`src/rtl/dm_mem_ctrl_pkg.sv`:
```
// rtl/dm_mem_ctrl_pkg.sv - shared constants and types for the debug-memory controller
// Purpose : debug-memory region map, command FSM state enum, region enum and a range helper.
// Ports   : none (package).
package dm_mem_ctrl_pkg;

  // Single-word mailbox registers written by the hart
  localparam logic [31:0] HaltedAddr    = 32'h100;
  localparam logic [31:0] GoingAddr     = 32'h108;
  localparam logic [31:0] ResumingAddr  = 32'h110;
  localparam logic [31:0] ExceptionAddr = 32'h118;

  // Readable regions
  localparam logic [31:0] WheretoAddr   = 32'h300;
  localparam logic [31:0] AbsCmdBase    = 32'h330;
  localparam logic [31:0] AbsCmdLimit   = 32'h33F;
  localparam logic [31:0] ProgBufBase   = 32'h340;
  localparam logic [31:0] ProgBufLimit  = 32'h37F;
  localparam logic [31:0] DataBase      = 32'h380;
  localparam logic [31:0] FlagsBase     = 32'h400;
  localparam logic [31:0] FlagsLimit    = 32'h407;

  typedef enum logic [1:0] {
    IDLE,
    GO,
    CMD_EXEC,
    RESUME
  } dm_cmd_state_e;

  typedef enum logic [3:0] {
    NONE,
    HALTED,
    GOING,
    RESUMING,
    EXCEPTION,
    WHERETO,
    ABSCMD,
    PROGBUF,
    DATA,
    FLAGS
  } dm_region_e;

  function automatic logic in_range(input logic [31:0] a, input logic [31:0] base,
                                    input logic [31:0] limit);
    return (a >= base) && (a <= limit);
  endfunction

endpackage

```
`src/rtl/dm_mem_addr_decode.sv`:
```
// rtl/dm_mem_addr_decode.sv - combinational debug-memory address decoder
// Purpose : map a byte address onto a debug-memory region and flag read-only regions.
// Ports   : addr_i (byte address) -> region_o (dm_region_e), read_only_o (1 = writes not allowed).
module dm_mem_addr_decode
  import dm_mem_ctrl_pkg::*;
#(
  parameter int unsigned DbgAddressBits = 12,
  parameter int unsigned DataCount      = 2
) (
  input  logic [DbgAddressBits-1:0] addr_i,
  output dm_region_e                region_o,
  output logic                      read_only_o
);

  localparam logic [31:0] DataLimit = DataBase + 32'(4 * DataCount) - 32'd1;

  logic [31:0] addr;
  assign addr = 32'(addr_i);

  always_comb begin
    region_o = NONE;
    if      (in_range(addr, HaltedAddr,    HaltedAddr    + 32'd3)) region_o = HALTED;
    else if (in_range(addr, GoingAddr,     GoingAddr     + 32'd3)) region_o = GOING;
    else if (in_range(addr, ResumingAddr,  ResumingAddr  + 32'd3)) region_o = RESUMING;
    else if (in_range(addr, ExceptionAddr, ExceptionAddr + 32'd3)) region_o = EXCEPTION;
    else if (in_range(addr, WheretoAddr,   WheretoAddr   + 32'd3)) region_o = WHERETO;
    else if (in_range(addr, AbsCmdBase,    AbsCmdLimit))           region_o = ABSCMD;
    else if (in_range(addr, ProgBufBase,   ProgBufLimit))          region_o = PROGBUF;
    else if (in_range(addr, DataBase,      DataLimit))             region_o = DATA;
    else if (in_range(addr, FlagsBase,     FlagsLimit))            region_o = FLAGS;
  end

  assign read_only_o = (region_o == WHERETO) || (region_o == ABSCMD) ||
                       (region_o == PROGBUF) || (region_o == FLAGS);

endmodule

```
`src/rtl/dm_mem_ctrl.sv`:
```
// rtl/dm_mem_ctrl.sv - debug-memory bus front-end and abstract-command sequencer
// Purpose : decode hart debug-memory requests into datapath enables, return a registered
//           response (rvalid/err) and run the go/resume command handshake with the DM core.
// Ports   : hart bus (req_i, we_i, addr_i, be_i, rvalid_o, err_o); DM core (cmd_valid_i,
//           resumereq_i, cmdbusy_o, cmderror_valid_o); datapath (flags_o, wr_*_en_o,
//           wr_data_addr_o, rd_*_en_o, rd_addr_o, halted_i).
// Config  : DM_CMD_TIMEOUT_EN enables the TimeoutCycles command abort counter.
module dm_mem_ctrl
  import dm_mem_ctrl_pkg::*;
#(
  parameter int unsigned DbgAddressBits = 12,
  parameter int unsigned DataCount      = 2,
  parameter int unsigned TimeoutCycles  = 1024
) (
  input  logic                      clk_i,
  input  logic                      rst_ni,
  input  logic                      req_i,
  input  logic                      we_i,
  input  logic [DbgAddressBits-1:0] addr_i,
  input  logic [3:0]                be_i,
  output logic                      rvalid_o,
  output logic                      err_o,
  input  logic                      cmd_valid_i,
  input  logic                      resumereq_i,
  output logic                      cmdbusy_o,
  output logic                      cmderror_valid_o,
  output logic [63:0]               flags_o,
  output logic                      wr_halted_en_o,
  output logic                      wr_going_en_o,
  output logic                      wr_resuming_en_o,
  output logic                      wr_exception_en_o,
  output logic                      wr_data_en_o,
  output logic [DbgAddressBits-1:0] wr_data_addr_o,
  output logic                      rd_where_en_o,
  output logic                      rd_data_en_o,
  output logic                      rd_prog_en_o,
  output logic                      rd_abs_cmd_en_o,
  output logic                      rd_flags_en_o,
  output logic [DbgAddressBits-1:0] rd_addr_o,
  input  logic                      halted_i
);

  dm_region_e region;
  logic       region_ro;

  dm_mem_addr_decode #(
    .DbgAddressBits(DbgAddressBits),
    .DataCount     (DataCount)
  ) u_decode (
    .addr_i     (addr_i),
    .region_o   (region),
    .read_only_o(region_ro)
  );

  // Byte enables go to the datapath directly; the controller itself never looks at them.
  logic unused_be;
  assign unused_be = ^be_i;

  logic wr_ok, rd_ok, any_en;
  assign wr_ok = req_i & we_i & ~region_ro;
  assign rd_ok = req_i & ~we_i;

  assign wr_halted_en_o    = wr_ok & (region == HALTED);
  assign wr_going_en_o     = wr_ok & (region == GOING);
  assign wr_resuming_en_o  = wr_ok & (region == RESUMING);
  assign wr_exception_en_o = wr_ok & (region == EXCEPTION);
  assign wr_data_en_o      = wr_ok & (region == DATA);
  // Mailbox regions have no read port, so reading them falls through to the error response.
  assign rd_where_en_o     = rd_ok & (region == WHERETO);
  assign rd_data_en_o      = rd_ok & (region == DATA);
  assign rd_prog_en_o      = rd_ok & (region == PROGBUF);
  assign rd_abs_cmd_en_o   = rd_ok & (region == ABSCMD);
  assign rd_flags_en_o     = rd_ok & (region == FLAGS);

  assign any_en = |{wr_halted_en_o, wr_going_en_o, wr_resuming_en_o, wr_exception_en_o,
                    wr_data_en_o, rd_where_en_o, rd_data_en_o, rd_prog_en_o,
                    rd_abs_cmd_en_o, rd_flags_en_o};

  assign rd_addr_o      = addr_i;
  assign wr_data_addr_o = addr_i;

  dm_cmd_state_e state_q;
  logic go_q, resume_q, busy_q, cmderror_q, rvalid_q, err_q;
  logic timeout;

`ifdef DM_CMD_TIMEOUT_EN
  logic [31:0] cnt_q;
  assign timeout = busy_q && (cnt_q == 32'(TimeoutCycles - 1));
`else
  logic unused_timeout_cfg;
  assign unused_timeout_cfg = (TimeoutCycles == 0);
  assign timeout = 1'b0;
`endif

  always_ff @(posedge clk_i or negedge rst_ni) begin
    if (!rst_ni) begin
      state_q    <= IDLE;
      go_q       <= 1'b0;
      resume_q   <= 1'b0;
      busy_q     <= 1'b0;
      cmderror_q <= 1'b0;
      rvalid_q   <= 1'b0;
      err_q      <= 1'b0;
`ifdef DM_CMD_TIMEOUT_EN
      cnt_q      <= '0;
`endif
    end else begin
      rvalid_q   <= req_i;
      err_q      <= req_i & ~any_en;
      cmderror_q <= 1'b0;
`ifdef DM_CMD_TIMEOUT_EN
      cnt_q      <= busy_q ? cnt_q + 32'd1 : '0;
`endif
      case (state_q)
        IDLE: begin
          if (cmd_valid_i && halted_i) begin
            state_q <= GO;
            go_q    <= 1'b1;
            busy_q  <= 1'b1;
          end else if (resumereq_i && halted_i) begin
            state_q  <= RESUME;
            resume_q <= 1'b1;
          end
        end
        GO: begin
          if (timeout) begin
            state_q    <= IDLE;
            go_q       <= 1'b0;
            busy_q     <= 1'b0;
            cmderror_q <= 1'b1;
          end else if (wr_going_en_o) begin
            state_q <= CMD_EXEC;
            go_q    <= 1'b0;
          end
        end
        CMD_EXEC: begin
          // A completing hart write wins over a timeout landing in the same cycle.
          if (wr_halted_en_o) begin
            state_q <= IDLE;
            busy_q  <= 1'b0;
          end else if (wr_exception_en_o || timeout) begin
            state_q    <= IDLE;
            busy_q     <= 1'b0;
            cmderror_q <= 1'b1;
          end
        end
        RESUME: begin
          if (wr_resuming_en_o) begin
            state_q  <= IDLE;
            resume_q <= 1'b0;
          end
        end
        default: state_q <= IDLE;
      endcase
    end
  end

  assign rvalid_o         = rvalid_q;
  assign err_o            = err_q;
  assign cmdbusy_o        = busy_q;
  assign cmderror_valid_o = cmderror_q;
  assign flags_o          = {{62{1'b0}}, resume_q, go_q};

endmodule

```
`config.mk`:
```
export PLATFORM = sky130hd
export DESIGN_NAME = dm_mem_ctrl
export DESIGN_NICKNAME = d
export VERILOG_FILES = /design/src/rtl/dm_mem_ctrl_pkg.sv /design/src/rtl/dm_mem_addr_decode.sv /design/src/rtl/dm_mem_ctrl.sv
export SDC_FILE = /design/constraint.sdc
export NUM_CORES = 1
export LEC_CHECK = 0
export CAP_MARGIN = 20
export CORE_AREA = 10 10 78 80
export DETAILED_ROUTE_END_ITERATION = 8
export DIE_AREA = 0 0 88 90
export GPL_TIMING_DRIVEN = 1
export PLACE_DENSITY = 0.8
export SLEW_MARGIN = 10
export SYNTH_ARGS = -nofsm -noshare
export SYNTH_HDL_FRONTEND = slang
export SYNTH_SLANG_ARGS = --single-unit
```
`constraint.sdc`:
```
create_clock -name clk_i -period 3.9 [get_ports clk_i]
set_clock_uncertainty 0.1 [all_clocks]
set_input_delay 1.17 -clock clk_i [delete_from_list [all_inputs] [get_ports clk_i]]
set_output_delay 1.17 -clock clk_i [all_outputs]
set_load 0.005 [all_outputs]
```
==> results.cfg <==
[place]
io_buffers = 52
dpl.hpwl_um = 3637
gp_congestion = 0.8132
placed_area_mm2 = 0.001799
dp_slack_ns = -0.9275
placed_cells = 288

[routing]
wl_met2_um = 2163
via_per_inst = 4.101
drtPass1Iterations = 4
drc = 0
drt_iter0_drc = 49
ant_nets = 0
wire_per_inst_um = 14.63
vias = 1218
drt-met1-wl_um = 1514
drt-total-wl_um = 4345
wl_met3_um = 647
highest_layer = met4

[power]
p_sw_share_pct = 33.69
p_clk_share_pct = 27.0
totalPowerFinal_mw = 0.3526
p_seq_share_pct = 30.6
pwr-share-comb_pct = 42.3
leakagePower_nw = 0.9499
p_int_mw = 0.2338
p_switching_mw = 0.1188
vdd_drop_max_mv = 0.08740
powerDensity_mw_per_mm2 = 180.3

[timing]
fin_crit_ns = 3.895
rsz0062_at_grt = yes
final_max_slew_viol_count = 0
period_share_pct = 99.87
worst_slack_ns = 0.005173
max_freq_ghz = 0.2568
hold_viol = 0
finalSetupViolCount = 0
fin_tns_setup_ns = 0

[worst_hold_path]
hp-class = reg2reg

[synth]
ys_ff_latch = 8
avgSynthCellArea_um2 = 7.896
syn-cell-area_mm2 = 0.001398
yosysTopAreaCellShare_pct = 47.27
syn-instance-count = 177
ys_warn_count = 0
yosys-top-cells-area = buf_4 (47%), dfrtp_1 (14%), nor4_4 (3.0%)
synth_cell_types = 39
synth_top_area_cell = buf_4
synth-seq-area-share_pct = 14.32

[cells_and_area]
multi_input_area_um2 = 854.6
nets = 268
layout-drive-gt1-share_pct = 34.98
fillers = 467
area.sequential_um2 = 200.2
syn2layout_area_growth_pct = 39.93
fin_area_mm2 = 0.001956
stdcell_count = 297
num_antenna_cells = 0

[global_routing]
grt_max_degree = 10
gr-total-overflow = 0
grt_pass1_vias = 1412
grt_antenna_before_repair = 0
grt_pass1_wl_um = 6762
grtUsageTotal_pct = 10.10

[critical_path]
worst_setup_path_start_kind = primary input
crit_required_ns = 2.63
crit_arrival_ns = 2.62
cp-end-kind = output port
crit_fanout = 5
crit_type = in2out

[clock_tree]
cts_tree = built
cts-root-buf = clkbuf_8
clk_path_buf_depth = 2
path_clk_slew_ns = 0.04
clk_latency_ns = 0.22
cts_hold_buf = 0
cts_sinks = 8
numCtsBuffers = 3
htreeDepth = 1

[die]
io_pins = 125
start_util_pct = 30.39
num_rows = 25
die_w_um = 88
dieArea_mm2 = 0.007920
core_mm2 = 0.004598
die_h_um = 90

[status]
status = complete, no violations

[flow_run]
maxCapViolCount = 0
[synth_stat cells]
master / n
nand4bb_1: 1
and2_1: 3
inv_1: 3
nor4_4: 2
nor3_2: 1
nor2b_1: 1
o21ai_1: 2
o21ai_0: 3
o211ai_1: 1
nand3_1: 5
conb_1: 1
a31o_1: 1
or3_4: 2
or4b_1: 1
nor2_1: 8
nand2b_1: 2
nor4b_1: 1
nand2_1: 7
a211oi_2: 1
dfrtp_1: 8
buf_4: 88
and3_1: 2
buf_2: 2
or3_1: 1
and3_4: 1
nor4b_2: 1
nor4bb_1: 2
xnor2_1: 1
and3b_1: 2
nor4_1: 3
nor3_1: 5
a211oi_1: 2
or4_1: 1
a21oi_2: 1
or4_4: 1
a21oi_1: 5
or2_1: 1
a31oi_1: 2
or2_2: 2
[flip-flops by register name, indices dropped and copies added, names as in the netlist]
register and count:
err_o 1, resume_q 1, go_q 1, state_q 2, cmdbusy_o 1, rvalid_o 1, cmderror_valid_o 1
[timing repair]
action	4_1_cts	5_1_grt
setup endpoints to repair	10	7
pin swaps	13	1
setup buffers	6	0
cloned	0	0
gates resized for setup	78	8
[worst max-delay path: stages]
cell             delay (ns)
clkdlybuf4s15_2        0.22
or3_4                  0.40
buf_6                  0.13
nor3_4                 0.20
a21oi_2                0.11
nor4b_4                0.24
buf_2                  0.15
[routing by layer]
metal,GRT usage (%),vias up
li1,-,582
met5,0,-
met2,17.66,72
met4,1.862,0
met3,5.776,4
met1,10.08,560
[cell families after synthesis]
group / share of synthesized area [%]
other: 0.2683
buffers and inverters: 48.79
and+or+nand+nor: 27.75
xor gates and xnor gates: 0.6268
AOI/OAI and AO/OA: 8.236
DFF: 14.32
[final timing paths]
kind	depth (start not counted)	slack, ns	start	endpoint
setup / recovery	7	0.005	addr_i[7]	rd_where_en_o
hold / removal	2	0.41	resume_q$_DFFE_PN0P_	resume_q$_DFFE_PN0P_
setup reg to reg	3	2.37	state_q[1]$_DFFE_PN0P_	state_q[1]$_DFFE_PN0P_
hold reg to reg	2	0.41	resume_q$_DFFE_PN0P_	resume_q$_DFFE_PN0P_
max in group asynchronous	1	2.32	rst_ni	state_q[0]$_DFFE_PN0P_
min in group asynchronous	1	1.12	rst_ni	cmderror_valid_o$_DFF_PN0_
[area by class of cell]
cell class | count | area share, %
Clock buffer | 3 | 2.111
Inverter | 3 | 0.5758
Multi-Input combinational cell | 137 | 43.70
Sequential cell | 8 | 10.24
Tap cell | 54 | 3.455
Timing Repair Buffer | 92 | 39.92
[power groups by stage]
| stage | Combinational, mW | Sequential (mW) | Clock, mW |
|---|---|---|---|
| after floorplan | 0.120 | 0.106 | 0 |
| after global placement | 0.134 | 0.108 | 0 |
| after detailed placement | 0.137 | 0.109 | 0 |
| after CTS | 0.146 | 0.108 | 0.0969 |
| after global routing | 0.168 | 0.111 | 0.103 |
| final | 0.149 | 0.108 | 0.0954 |
[per-stage QoR]
stage / utilization, % / hold WS (ns)
finish: 42.53 / 0.4120
detailed placement: 39.13 / 0.4105
global route: 42.53 / 0.4625
global placement: 39.13 / 0.3817
CTS: 42.45 / 0.4175
floorplan: - / 0.3544
[cells in the final DEF (no fill, tap or decap), types with 4 or more instances in the layout]
cell type and n:
a21oi_1 4, buf_2 9, buf_4 35, buf_6 5, clkdlybuf4s15_2 4, clkdlybuf4s50_1 32
conb_1 62, dfrtp_1 8, nand2_1 7, nand3_1 5, nor2_1 8
Power figures use the tool's default switching activity.
